--- src/rtl/axil_reg_responder_if.sv ---
// AXI4-Lite bus bundle between an initiator and the register responder.
// The initiator drives valids, addresses and data. The responder drives readies and responses.
interface axil_reg_responder_if #(
  parameter int DATA_WIDTH = 32,
  parameter int ADDR_WIDTH = 5
);
  localparam int STRB_WIDTH = DATA_WIDTH / 8;

  logic [ADDR_WIDTH-1:0] awaddr;
  logic                  awvalid;
  logic                  awready;
  logic [DATA_WIDTH-1:0] wdata;
  logic [STRB_WIDTH-1:0] wstrb;
  logic                  wvalid;
  logic                  wready;
  logic [1:0]            bresp;
  logic                  bvalid;
  logic                  bready;
  logic [ADDR_WIDTH-1:0] araddr;
  logic                  arvalid;
  logic                  arready;
  logic [DATA_WIDTH-1:0] rdata;
  logic [1:0]            rresp;
  logic                  rvalid;
  logic                  rready;

  modport slave (
    input  awaddr, awvalid, wdata, wstrb, wvalid, bready, araddr, arvalid, rready,
    output awready, wready, bresp, bvalid, arready, rdata, rresp, rvalid
  );

  modport master (
    output awaddr, awvalid, wdata, wstrb, wvalid, bready, araddr, arvalid, rready,
    input  awready, wready, bresp, bvalid, arready, rdata, rresp, rvalid
  );
endinterface

--- src/rtl/axil_reg_responder.sv ---
// AXI4-Lite responder backed by a small register array.
// The write path and the read path are independent. Each path allows one outstanding transaction, and every response is OKAY.
module axil_reg_responder #(
  parameter int DATA_WIDTH = 32,
  parameter int ADDR_WIDTH = 5
) (
  input  logic                clk,
  input  logic                rst,
  axil_reg_responder_if.slave s_axil
);
  localparam int STRB_WIDTH = DATA_WIDTH / 8;
  localparam int ADDR_LSB   = $clog2(STRB_WIDTH);
  localparam int IDX_W      = ADDR_WIDTH - ADDR_LSB;
  localparam int DEPTH      = 2 ** IDX_W;

  logic [DATA_WIDTH-1:0] mem [DEPTH];

  logic                  aw_held_reg;
  logic                  w_held_reg;
  logic                  awready_reg;
  logic                  wready_reg;
  logic                  bvalid_reg;
  logic [IDX_W-1:0]      waddr_reg;
  logic [DATA_WIDTH-1:0] wdata_reg;
  logic [STRB_WIDTH-1:0] wstrb_reg;
  logic                  arready_reg;
  logic                  rvalid_reg;
  logic [DATA_WIDTH-1:0] rdata_reg;

  logic                  aw_hs;
  logic                  w_hs;
  logic                  b_hs;
  logic                  ar_hs;
  logic                  r_hs;
  logic                  commit;
  logic [IDX_W-1:0]      commit_idx;
  logic [DATA_WIDTH-1:0] commit_data;
  logic [STRB_WIDTH-1:0] commit_strb;
  logic [IDX_W-1:0]      ar_idx;

  // The low address bits only select a byte within a word, so they are intentionally left unused.
  logic unused_addr_bits;
  assign unused_addr_bits = ^{s_axil.awaddr[ADDR_LSB-1:0], s_axil.araddr[ADDR_LSB-1:0]};

  assign aw_hs = s_axil.awvalid && awready_reg;
  assign w_hs  = s_axil.wvalid && wready_reg;
  assign b_hs  = bvalid_reg && s_axil.bready;
  assign ar_hs = s_axil.arvalid && arready_reg;
  assign r_hs  = rvalid_reg && s_axil.rready;

  // A write commits on the first edge where both address and data are available.
  // Each of them may already be held or may be completing its handshake on this edge.
  assign commit      = (aw_held_reg || aw_hs) && (w_held_reg || w_hs) && !bvalid_reg;
  assign commit_idx  = aw_held_reg ? waddr_reg : s_axil.awaddr[ADDR_WIDTH-1:ADDR_LSB];
  assign commit_data = w_held_reg ? wdata_reg : s_axil.wdata;
  assign commit_strb = w_held_reg ? wstrb_reg : s_axil.wstrb;
  assign ar_idx      = s_axil.araddr[ADDR_WIDTH-1:ADDR_LSB];

  always_ff @(posedge clk) begin
    if (rst) begin
      for (int i = 0; i < DEPTH; i++) begin
        mem[i] <= '0;
      end
    end else if (commit) begin
      for (int i = 0; i < STRB_WIDTH; i++) begin
        if (commit_strb[i]) begin
          mem[commit_idx][i*8 +: 8] <= commit_data[i*8 +: 8];
        end
      end
    end
  end

  always_ff @(posedge clk) begin
    if (rst) begin
      aw_held_reg <= 1'b0;
      w_held_reg  <= 1'b0;
      awready_reg <= 1'b1;
      wready_reg  <= 1'b1;
      bvalid_reg  <= 1'b0;
      waddr_reg   <= '0;
      wdata_reg   <= '0;
      wstrb_reg   <= '0;
    end else if (b_hs) begin
      aw_held_reg <= 1'b0;
      w_held_reg  <= 1'b0;
      awready_reg <= 1'b1;
      wready_reg  <= 1'b1;
      bvalid_reg  <= 1'b0;
    end else begin
      if (aw_hs) begin
        aw_held_reg <= 1'b1;
        awready_reg <= 1'b0;
        waddr_reg   <= s_axil.awaddr[ADDR_WIDTH-1:ADDR_LSB];
      end
      if (w_hs) begin
        w_held_reg <= 1'b1;
        wready_reg <= 1'b0;
        wdata_reg  <= s_axil.wdata;
        wstrb_reg  <= s_axil.wstrb;
      end
      if (commit) begin
        bvalid_reg <= 1'b1;
      end
    end
  end

  // The read samples the array before this edge's commit lands, so a read to the word being written returns the old value.
  always_ff @(posedge clk) begin
    if (rst) begin
      arready_reg <= 1'b1;
      rvalid_reg  <= 1'b0;
      rdata_reg   <= '0;
    end else if (ar_hs) begin
      arready_reg <= 1'b0;
      rvalid_reg  <= 1'b1;
      rdata_reg   <= mem[ar_idx];
    end else if (r_hs) begin
      arready_reg <= 1'b1;
      rvalid_reg  <= 1'b0;
    end
  end

  assign s_axil.awready = awready_reg;
  assign s_axil.wready  = wready_reg;
  assign s_axil.bvalid  = bvalid_reg;
  assign s_axil.bresp   = 2'b00;
  assign s_axil.arready = arready_reg;
  assign s_axil.rvalid  = rvalid_reg;
  assign s_axil.rdata   = rdata_reg;
  assign s_axil.rresp   = 2'b00;
endmodule

--- src/flat_wrapper.sv ---
// flat-port wrapper written by rule: the top's interface ports become plain ports
module axil_reg_responder_flat 
#(
  parameter int DATA_WIDTH = 32,
  parameter int ADDR_WIDTH = 5
)
  (clk, rst, s_axil_awaddr, s_axil_awvalid, s_axil_wdata, s_axil_wstrb, s_axil_wvalid, s_axil_bready, s_axil_araddr, s_axil_arvalid, s_axil_rready, s_axil_awready, s_axil_wready, s_axil_bresp, s_axil_bvalid, s_axil_arready, s_axil_rdata, s_axil_rresp, s_axil_rvalid);
  axil_reg_responder_if #(.DATA_WIDTH(DATA_WIDTH), .ADDR_WIDTH(ADDR_WIDTH)) s_axil_i ();
  input  logic clk;
  input  logic rst;
  input wire logic [$bits(s_axil_i.awaddr)-1:0] s_axil_awaddr;
  input wire logic [$bits(s_axil_i.awvalid)-1:0] s_axil_awvalid;
  input wire logic [$bits(s_axil_i.wdata)-1:0] s_axil_wdata;
  input wire logic [$bits(s_axil_i.wstrb)-1:0] s_axil_wstrb;
  input wire logic [$bits(s_axil_i.wvalid)-1:0] s_axil_wvalid;
  input wire logic [$bits(s_axil_i.bready)-1:0] s_axil_bready;
  input wire logic [$bits(s_axil_i.araddr)-1:0] s_axil_araddr;
  input wire logic [$bits(s_axil_i.arvalid)-1:0] s_axil_arvalid;
  input wire logic [$bits(s_axil_i.rready)-1:0] s_axil_rready;
  output wire logic [$bits(s_axil_i.awready)-1:0] s_axil_awready;
  output wire logic [$bits(s_axil_i.wready)-1:0] s_axil_wready;
  output wire logic [$bits(s_axil_i.bresp)-1:0] s_axil_bresp;
  output wire logic [$bits(s_axil_i.bvalid)-1:0] s_axil_bvalid;
  output wire logic [$bits(s_axil_i.arready)-1:0] s_axil_arready;
  output wire logic [$bits(s_axil_i.rdata)-1:0] s_axil_rdata;
  output wire logic [$bits(s_axil_i.rresp)-1:0] s_axil_rresp;
  output wire logic [$bits(s_axil_i.rvalid)-1:0] s_axil_rvalid;
  assign s_axil_i.awaddr = s_axil_awaddr;
  assign s_axil_i.awvalid = s_axil_awvalid;
  assign s_axil_i.wdata = s_axil_wdata;
  assign s_axil_i.wstrb = s_axil_wstrb;
  assign s_axil_i.wvalid = s_axil_wvalid;
  assign s_axil_i.bready = s_axil_bready;
  assign s_axil_i.araddr = s_axil_araddr;
  assign s_axil_i.arvalid = s_axil_arvalid;
  assign s_axil_i.rready = s_axil_rready;
  assign s_axil_awready = s_axil_i.awready;
  assign s_axil_wready = s_axil_i.wready;
  assign s_axil_bresp = s_axil_i.bresp;
  assign s_axil_bvalid = s_axil_i.bvalid;
  assign s_axil_arready = s_axil_i.arready;
  assign s_axil_rdata = s_axil_i.rdata;
  assign s_axil_rresp = s_axil_i.rresp;
  assign s_axil_rvalid = s_axil_i.rvalid;
  axil_reg_responder #(.DATA_WIDTH(DATA_WIDTH), .ADDR_WIDTH(ADDR_WIDTH)) u_core (.clk(clk), .rst(rst), .s_axil(s_axil_i));
endmodule
--- config.mk ---
export PLATFORM = sky130hd
export DESIGN_NAME = axil_reg_responder_flat
export DESIGN_NICKNAME = d
export VERILOG_FILES = /design/src/rtl/axil_reg_responder_if.sv /design/src/rtl/axil_reg_responder.sv /design/src/flat_wrapper.sv
export SDC_FILE = /design/constraint.sdc
export NUM_CORES = 1
export LEC_CHECK = 0
export CORE_ASPECT_RATIO = 1.2
export CORE_UTILIZATION = 60
export CTS_BUF_LIST = sky130_fd_sc_hd__clkbuf_8
export DETAILED_ROUTE_END_ITERATION = 8
export HOLD_SLACK_MARGIN = 0.15
export PLACE_DENSITY = 0.81
export SYNTH_ARGS = -nofsm -noshare
export SYNTH_HDL_FRONTEND = slang
export SYNTH_SLANG_ARGS = --single-unit
--- constraint.sdc ---
create_clock -name clk -period 3.9 [get_ports clk]
set_input_delay 0.39 -clock clk [delete_from_list [all_inputs] [get_ports clk]]
set_output_delay 0.39 -clock clk [all_outputs]
set_load 0.02 [all_outputs]
==> flow_summary.toml <==
[outcome]
status = "finished, final reports clean"

[sta]
fin_worst_skew_ns = 0.0219
rsz0062_at_grt = "no"
setup_viol = 0
timing.final.crit_share = 0.752
worstMarginPinSlew_ns = 0.845
finalCriticalPeriod_ns = 2.93
slew_violations = 0
fin_ws_ns = 0.966
max_freq_mhz = 341
finalHoldViolCount = 0
max-slew-margin-rel = 0.420
tns_ns = 0

[floorplanning]
coreArea_mm2 = 0.0240
start_util = 0.615
die_x_um = 145
dieArea_mm2 = 0.0253
num_io_pins = 94
rows = 62
die_y_um = 174

[finish]
layout.nets = 1427
drive_above_1_share = 0.0834
largest_register_ffs = 256
area_growth_pct = 13.6
final_util = 0.698
diodes = 0

[detailed_routing]
route.antenna.remaining_nets = 0
vias_per_cell = 6.00
first_pass_iters = 5
drc = 0
drtIter0Drc = 917
wirelength_um = 34200
via_count = 10400
wl_per_cell_um = 19.7

[global_route]
track_usage = 0.273
grt_max_degree = 53
grt_pass1_wl_um = 53400
globalRoute.totalOverflow = 0
grt_pass1_vias = 10100
antenna_found_initial = 0

[power]
p_leak_nw = 6.17
p_seq_frac = 0.533
powerDensity_mw_per_mm2 = 456
clkPwrFrac = 0.349
peakVddDrop_mv = 0.254
power.internal_w = 0.00568
swShare = 0.259
p_sw_w = 0.00198
pwr-share-comb = 0.118

[run]
drv_cap = 0

[setup_path]
cp_common_cell = "nand2_1"
endpoint_kind = "flop"
critPathTopFamily = "compound AO/OA/AOI/OAI gates"
startpoint_type = "flop"
crit_arrival_ns = 3.13
path_max_fanout = 31
r2r_slack_ns = 0.97
slowest_delay_ns = 0.76
path_buf_inv = 0
crit_required_ns = 4.10
reg2reg_to = "u_core.mem[5][28]$_SDFFCE_PN0P_"
r2r_cells = 4
rr_startpoint = "u_core.w_held_reg$_SDFFE_PP0P_"
slowest_stage = "dfxtp_2"
crit_chain = "nand2_1 > a221oi_2 > nand2_1 > o21bai_1"
crit_type = "flop to flop"

[worst_hold_path]
worstHoldStart = "rst"
hold_depth = 2
holdPathEnd = "u_core.waddr_reg[1]$_SDFFE_PP0P_"
hp-class = "primary input to flop"

[synth]
synth.mux.area_fraction = 0.0978
avgSynthCellArea_um2 = 11.4
yosysWarnings = 0
syn-instance-count = 1299
seq_area_frac_synth = 0.625
synthDistinctLibCells = 38
ys_ff_latch = 334
netlist_area_mm2 = 0.0148
synth_top_family_by_area = "simple AND/OR/NAND/NOR gates"
synth-xor-area-share = 0
synthAdderAreaFrac = 0
synth_compound_area_frac = 0.0942
synth-simple-area-share = 0.157

[clocking]
ctsResizeCount = 0
clock_latency_ns = 0.57
cts-root-buf = "clkbuf_8"
cts-hold-fix-buffers = 0
cts_setup_buffers = 0
cts_made_buffers = 50
htreeDepth = 2
cts.sinks = 334
clock_path_buffers = 3
cts_tree = "done"
clk_pin_slew_ns = 0.06

[placed_design]
dp_hpwl_um = 22000
dp_slack_ns = 0.754
gp_congestion = 0.796
io_buffers = 85
==> synthesized netlist by cell type <==
| cell type | instances | share of area |
|---|---|---|
| a211oi_4 | 2 | 0.0027 |
| a21o_1 | 48 | 0.024 |
| a21oi_1 | 71 | 0.024 |
| a21oi_4 | 1 | 0.0011 |
| a221oi_2 | 2 | 0.0020 |
| a22oi_1 | 64 | 0.032 |
| and2_1 | 4 | 0.0017 |
| and2b_1 | 1 | 0.00051 |
| and2b_2 | 1 | 0.00059 |
| buf_2 | 20 | 0.0068 |
| buf_4 | 4 | 0.0020 |
| buf_6 | 1 | 0.00076 |
| clkbuf_1 | 59 | 0.015 |
| conb_1 | 1 | 0.00025 |
| dfxtp_1 | 78 | 0.11 |
| edfxtp_1 | 256 | 0.52 |
| inv_1 | 3 | 0.00076 |
| mux2_2 | 1 | 0.00076 |
| mux2i_1 | 142 | 0.096 |
| mux2i_2 | 1 | 0.00093 |
| nand2_1 | 137 | 0.035 |
| nand2b_1 | 3 | 0.0013 |
| nand3_1 | 2 | 0.00068 |
| nand3b_1 | 25 | 0.013 |
| nand4b_1 | 2 | 0.0012 |
| nand4bb_1 | 1 | 0.00076 |
| nor2_1 | 301 | 0.076 |
| nor2b_1 | 4 | 0.0017 |
| nor3_1 | 33 | 0.011 |
| nor4_4 | 6 | 0.0086 |
| o21a_1 | 1 | 0.00051 |
| o21ai_0 | 2 | 0.00068 |
| o21ai_2 | 1 | 0.00059 |
| o21bai_1 | 9 | 0.0046 |
| o32ai_2 | 1 | 0.0011 |
| or2_2 | 8 | 0.0034 |
| or3_1 | 1 | 0.00042 |
| or3b_2 | 2 | 0.0012 |
==> final cells by class <==
class                      instances  area, um2
clock buffer                      58        798
clock inverter                    35        145
fill                            1732       7250
inverter                           3       11.3
multi-input combinational        881       5180
sequential                       334       9250
tap                              320        400
timing repair buffer             104       1000
==> worst max path at each step <==
stage | start | to | slack [ns] | depth (start not counted)
final | u_core.w_held_reg$_SDFFE_PP0P_ | u_core.mem[5][28]$_SDFFCE_PN0P_ | 0.97 | 4
after global routing | u_core.w_held_reg$_SDFFE_PP0P_ | u_core.mem[5][24]$_SDFFCE_PN0P_ | 0.69 | 4
after CTS | u_core.w_held_reg$_SDFFE_PP0P_ | u_core.mem[5][24]$_SDFFCE_PN0P_ | 0.97 | 4
after detailed placement | s_axil_awaddr[3] | u_core.mem[3][20]$_SDFFCE_PN0P_ | 0.75 | 5
after global placement | s_axil_awaddr[3] | u_core.mem[3][19]$_SDFFCE_PN0P_ | 0.82 | 5
after floorplan | u_core.s_axil.awready$_SDFFE_PP1P_ | u_core.mem[5][24]$_SDFFCE_PN0P_ | 1.81 | 4
==> power by group through the flow <==
stage	registers, W	logic, W	clock network, W
final	0.00408	0.000905	0.00267
after floorplan	0.00416	0.000559	0
after detailed placement	0.00416	0.000895	0
after global routing	0.00410	0.000970	0.00284
after CTS	0.00408	0.000900	0.00268
after global placement	0.00414	0.000875	0
==> per-layer routing <==
metal | GRT usage | vias up | part of all wire
met5 | 0 | - | 0
met4 | 0.0996 | 0 | 0.030
met3 | 0.0423 | 78 | 0.069
met2 | 0.473 | 472 | 0.51
met1 | 0.348 | 5081 | 0.39
li1 | - | 4778 | -
==> kinds of logic (layout without fill, tap and decap cells) <==
group	count (synthesis)	in the layout
other	1	4
buffers and inverters	87	200
flip-flops	334	334
multiplexers	144	144
AND/OR/NAND/NOR	531	531
AO/OA/AOI/OAI	202	202
==> worst reg2reg max path: stages, from the launching register on <==
cell and delay [ns]:
dfxtp_2 0.76, nand2_1 0.24, a221oi_2 0.52, nand2_1 0.34, o21bai_1 0.71
==> metrics by stage <==
step / cells / power (W) / hold WS (ns) / cell area [um2]
6_report: 1735 / 0.00766 / 0.241 / 16800
5_1_grt: 1735 / 0.00791 / 0.243 / 16800
4_1_cts: 1735 / 0.00766 / 0.225 / 16800
3_5_place_dp: 1642 / 0.00505 / 0.447 / 15900
3_3_place_gp: 1642 / 0.00502 / 0.440 / 15900
2_1_floorplan: 1302 / 0.00472 / 0.436 / 14800
==> cells in the final DEF, fill, tap and decap left out, drive strengths merged <==
master / count
a211oi: 2
a21o: 48
a21oi: 72
a221oi: 2
a22oi: 64
and2: 4
and2b: 2
buf: 21
clkbuf: 58
clkdlybuf4s50: 83
clkinv: 17
clkinvlp: 1
conb: 4
dfxtp: 78
edfxtp: 256
inv: 20
mux2: 1
mux2i: 143
nand2: 137
nand2b: 3
nand3: 2
nand3b: 25
nand4b: 2
nand4bb: 1
nor2: 301
nor2b: 4
nor3: 33
nor4: 6
o21a: 1
o21ai: 3
o21bai: 9
o32ai: 1
or2: 8
or3: 1
or3b: 2
Note: power is estimated with default switching activity, not from simulation.
